==> src/rtl/ps2_rx.sv <==
// PS/2 device-to-host receiver: synchronizes and debounces the pin pair, then
// deframes 11-bit frames into scan-code bytes with valid/error strobes.
module ps2_rx #(
    parameter int unsigned FILTER_LEN     = 8,
    parameter int unsigned TIMEOUT_CYCLES = 50000
) (
    input  logic       clk,
    input  logic       reset,
    input  logic       ps2_clk,
    input  logic       ps2_data,
    output logic [7:0] data,
    output logic       valid,
    output logic       error,
    output logic       busy
);

    localparam int unsigned CNT_W = $clog2(TIMEOUT_CYCLES + 1);

    typedef enum logic [1:0] {
        IDLE   = 2'd0,
        DATA   = 2'd1,
        PARITY = 2'd2,
        STOP   = 2'd3
    } state_t;

    logic [1:0]            clk_sync;
    logic [1:0]            data_sync;
    logic [FILTER_LEN-1:0] clk_hist;
    logic [FILTER_LEN-1:0] data_hist;
    logic                  clk_f;
    logic                  clk_f_d;
    logic                  data_f;
    logic                  fall;

    state_t                state;
    logic [2:0]            bit_idx;
    logic [7:0]            shift;
    logic                  parity;
    logic [CNT_W-1:0]      to_cnt;

    // Two-flop synchronizers, history filters and filtered-level edge detect
    always_ff @(posedge clk or posedge reset) begin
        if (reset) begin
            clk_sync  <= '1;
            data_sync <= '1;
            clk_hist  <= '1;
            data_hist <= '1;
            clk_f     <= 1'b1;
            clk_f_d   <= 1'b1;
            data_f    <= 1'b1;
        end else begin
            clk_sync  <= {clk_sync[0], ps2_clk};
            data_sync <= {data_sync[0], ps2_data};
            clk_hist  <= {clk_hist[FILTER_LEN-2:0], clk_sync[1]};
            data_hist <= {data_hist[FILTER_LEN-2:0], data_sync[1]};
            if (&clk_hist)
                clk_f <= 1'b1;
            else if (~|clk_hist)
                clk_f <= 1'b0;
            if (&data_hist)
                data_f <= 1'b1;
            else if (~|data_hist)
                data_f <= 1'b0;
            clk_f_d <= clk_f;
        end
    end

    assign fall = clk_f_d & ~clk_f;
    assign busy = (state != IDLE);

    // Frame FSM; a filtered falling edge always beats the timeout
    always_ff @(posedge clk or posedge reset) begin
        if (reset) begin
            state   <= IDLE;
            bit_idx <= 3'd0;
            shift   <= 8'h00;
            parity  <= 1'b0;
            to_cnt  <= '0;
            data    <= 8'h00;
            valid   <= 1'b0;
            error   <= 1'b0;
        end else begin
            valid <= 1'b0;
            error <= 1'b0;
            if (fall) begin
                to_cnt <= '0;
                case (state)
                    IDLE: begin
                        if (!data_f) begin
                            state   <= DATA;
                            bit_idx <= 3'd0;
                        end
                    end
                    DATA: begin
                        shift[bit_idx] <= data_f;
                        if (bit_idx == 3'd7)
                            state <= PARITY;
                        else
                            bit_idx <= bit_idx + 3'd1;
                    end
                    PARITY: begin
                        parity <= data_f;
                        state  <= STOP;
                    end
                    STOP: begin
                        if (data_f && ((^shift) ^ parity)) begin
                            data  <= shift;
                            valid <= 1'b1;
                        end else begin
                            error <= 1'b1;
                        end
                        state <= IDLE;
                    end
                    default: state <= IDLE;
                endcase
            end else if (state != IDLE) begin
                if (to_cnt == CNT_W'(TIMEOUT_CYCLES - 1)) begin
                    error <= 1'b1;
                    state <= IDLE;
                end else begin
                    to_cnt <= to_cnt + CNT_W'(1);
                end
            end else begin
                to_cnt <= '0;
            end
        end
    end

endmodule

==> config.mk <==
export PLATFORM = sky130hd
export DESIGN_NAME = ps2_rx
export DESIGN_NICKNAME = d
export VERILOG_FILES = /design/src/rtl/ps2_rx.sv
export SDC_FILE = /design/constraint.sdc
export NUM_CORES = 1
export LEC_CHECK = 0
export ABC_AREA = 1
export CAP_MARGIN = 0
export CELL_PAD_IN_SITES_DETAIL_PLACEMENT = 1
export CELL_PAD_IN_SITES_GLOBAL_PLACEMENT = 1
export CORE_MARGIN = 2
export CORE_UTILIZATION = 30
export CTS_BUF_LIST = sky130_fd_sc_hd__clkbuf_8
export CTS_CLUSTER_DIAMETER = 60
export DETAILED_ROUTE_END_ITERATION = 8
export PLACE_DENSITY_LB_ADDON = 0.1
export SYNTH_ARGS = -nofsm -noshare
export SYNTH_HDL_FRONTEND = slang
export SYNTH_SLANG_ARGS = --single-unit
==> constraint.sdc <==
create_clock -name clk -period 2.15 [get_ports clk]
set_clock_uncertainty 0.05 [all_clocks]
set_input_delay 0.5375 -clock clk [delete_from_list [all_inputs] [get_ports clk]]
set_output_delay 0.5375 -clock clk [all_outputs]
set_load 0.01 [all_outputs]
==> results.txt <==
Outcome = complete, no violations
Die area = 10500 µm²
CORE AREA = 9330 µm²
Final weighted congestion in routability-driven placement = 0.717
Worst hold stages = 0
N_diodes = 0
RSZ-0062 raised after global routing = no
Period utilization = 87.7%
Setup violators final = 0
Most Crowded Layer GR = met2
Root buffer cell = clkbuf_8
P_sw = 0.530 mW
Final hold vios = 0
Crit path DAT = 1.30 ns
Sw Ratio = 20.6%
Total gr overflow = 0
Chip Height = 103 µm
CP Capture Type = output pin
Mapped Area = 2910 µm²
Syn_nets = 344
Die Wd = 103 µm
Met2 Usage GRT = 22.0%
Max IR drop VDD = 0.324 mV
GR Util met3 = 2.92%
FF+latch area = 1610 µm²
Drt via density = 4.53
PortBufs = 14
Critical Path Start = state[1]
Pwr/cell area = 734 nW/µm²
YS warnings = 0
Final net count = 373
Initial antenna violation count = 0
DRT antenna net count = 0
Top cells by area, synth = dfrtp_1 34%, dfstp_2 21%, nand2_1 12%
Maximum clock frequency = 530 MHz
CTS tree = done
Flop pwr share = 48.3%
I/O pin cnt = 15
Logic pwr share = 2.2%
Minimum clock period = 1.89 ns
Worst Path Max Fanout = 2
DR iter-0 viols = 45
Drt total wl = 6.37 mm
Worst-Margin Slew = 0.441 ns
Met1 usage in global routing = 18.9%
Inst Count DP = 478
R2r setup slk = 0.35 ns
Clk Latency, worst-skew pair = 0.34 ns
Max transition margin = 70.3%
GR Util All Layers = 14.0%
Unique cell type count in the Yosys netlist = 31
RR Startpoint = clk_f
Cts bufs inserted = 9
FF+latch count, synth = 63
Post-synthesis cell count = 333
HP Class = reg -> reg
Synthesized area per cell = 8.75 µm²
# DRC = 0
TritonRoute pass-1 iters = 4
Vias in the first global route = 2326
Filler instances = 1115
Area of the multi-input gates = 1100 µm²
Hold Path End = data_hist[0]
Worst Reg-to-Reg Cells = 8
Proportion of layout cells with a drive suffix above 1 = 17.4%
Final non-filler cell total = 496
Worst-path clk slew = 0.08 ns
H-tree Lvls = 3
Critical path launch point type = flop
Sequential share of the synthesized area = 55.1%
Number of max-cap violations = 0
CP Class = reg -> out
Drt wl/cell = 12.9 µm
Yosys top cell area share = 34.4%
Hpwl dp = 4.56 mm
Largest net degree at the start of global routing = 64
Pint = 2.04 mW
CTS Sinks = 63
Total power = 2.57 mW
CTS Buffer Depth = 2
Area delta synth->final = 20.3%
Total number of vias = 2246
Leakage = 1.63 nW
Clk network pwr share = 49.5%
Critical Path RT = 1.56 ns
Worst flop-to-flop path endpoint = to_cnt[11]
Hold Path Origin = data_sync[1]
First-pass GRT wire length = 11.3 mm
Setup TNS = 0 ns
Post-synth top area cell = dfrtp_1
Row Count = 35
Initial Util = 31.2%
Max Slew Vio Count = 0
power groups by stage:
| stage | registers, mW | clock network [mW] | logic, mW |
|---|---|---|---|
| 2_1_floorplan | 1.26 | 0 | 0.0401 |
| 3_3_place_gp | 1.26 | 0 | 0.0594 |
| 3_5_place_dp | 1.26 | 0 | 0.0598 |
| 4_1_cts | 1.24 | 1.32 | 0.0599 |
| 5_1_grt | 1.24 | 1.37 | 0.0671 |
| 6_report | 1.24 | 1.27 | 0.0570 |
routing by layer:
metal / vias to the layer above / routed length (µm)
li1: 1130 / -
met1: 1084 / 3240
met2: 22 / 2890
met3: 10 / 153
met4: 0 / 85
met5: - / 0
logic make-up (layout without fill, tap and decap cells):
logic type	count (synthesis)	count (layout)	synth area share, %
adders and majority gates	7	7	3.01
and+or+nand+nor	170	170	27.4
buffers and inverters	54	88	7.13
xor gates and xnor gates	3	3	0.902
AOI/OAI and AO/OA	36	36	6.49
DFF	63	63	55.1
worst max-delay path, stage by stage, from the launching register on:
cell and delay [ns]:
dfrtp_1 0.39, inv_1 0.08, ha_1 0.16, inv_1 0.05
dlygate4sd2_1 0.28
registers in the layout, summed over array words and instances, names as in the netlist, 2 cells and up:
| register | flops |
|---|---|
| clk_sync | 2 |
| data_hist | 8 |
| to_cnt | 16 |
| bit_idx | 3 |
| data_sync | 2 |
| data | 8 |
| shift | 8 |
| state | 2 |
| clk_hist | 8 |
through the flow:
stage	hold slack, ns	util [%]	setup WS (ns)	cell area, µm²
global route	0.305	37.6	0.133	3500
floorplan	0.295	-	0.0308	2910
CTS	0.308	37.6	0.236	3500
detailed placement	0.298	34.8	0.281	3240
finish	0.306	37.6	0.265	3500
global placement	0.296	34.8	0.316	3240
cell type report:
class	count	area share, %
flip-flops and latches	63	45.8
inverters	52	5.57
repair buffers	20	5.61
clock buffers	10	3.93
well taps	129	4.61
multi-input cells	216	31.4
clock inverters	6	3.07
synthesized netlist by cell type:
| master | instances |
|---|---|
| dfstp_2 | 23 |
| ha_1 | 7 |
| xor2_1 | 1 |
| nand3_2 | 2 |
| nor3_1 | 3 |
| dfrtp_1 | 40 |
| nor4_1 | 8 |
| o21bai_1 | 1 |
| nor3_2 | 2 |
| nor2_8 | 1 |
| nand4_1 | 10 |
| nor2_2 | 2 |
| o21ai_0 | 23 |
| a21oi_1 | 5 |
| a31oi_1 | 1 |
| or2_2 | 1 |
| clkbuf_2 | 1 |
| nand3_1 | 25 |
| or4_1 | 1 |
| buf_4 | 1 |
| nand4_2 | 1 |
| nand2_2 | 7 |
| nor2_1 | 16 |
| nand2_1 | 91 |
| inv_2 | 2 |
| inv_1 | 49 |
| xnor2_1 | 2 |
| o21ai_1 | 4 |
| o31ai_1 | 1 |
| o211ai_1 | 1 |
| clkinv_1 | 1 |
cell usage in the layout, fill, tap and decap left out, types with 2 or more instances in the layout:
master / Yosys / layout
a21oi_1: 5 / 5
buf_4: 1 / 5
bufinv_16: 0 / 3
clkbuf_8: 0 / 10
clkdlybuf4s50_1: 0 / 13
clkinv_2: 0 / 2
dfrtp_1: 40 / 40
dfstp_2: 23 / 23
ha_1: 7 / 7
inv_1: 49 / 48
inv_2: 2 / 3
nand2_1: 91 / 91
nand2_2: 7 / 7
nand3_1: 25 / 25
nand3_2: 2 / 2
nand4_1: 10 / 10
nor2_1: 16 / 16
nor2_2: 2 / 2
nor3_1: 3 / 3
nor3_2: 2 / 2
nor4_1: 8 / 8
o21ai_0: 23 / 23
o21ai_1: 4 / 4
xnor2_1: 2 / 2
repair_timing:
| action | CTS | global route |
|---|---|---|
| hold buffers | 0 | 0 |
| buffers inserted | 2 | 0 |
| setup endpoints to repair | 1 | 0 |
| gates resized for setup | 1 | 0 |
worst max path at each step:
stage	cells after the start	slack [ns]	endpoint
2_1_floorplan	1	0.03	bit_idx[0]
3_3_place_gp	4	0.32	busy
3_5_place_dp	4	0.28	busy
4_1_cts	4	0.24	busy
5_1_grt	8	0.13	to_cnt[11]
6_report	4	0.26	busy
No activity file was read; power rests on OpenSTA's default activity.
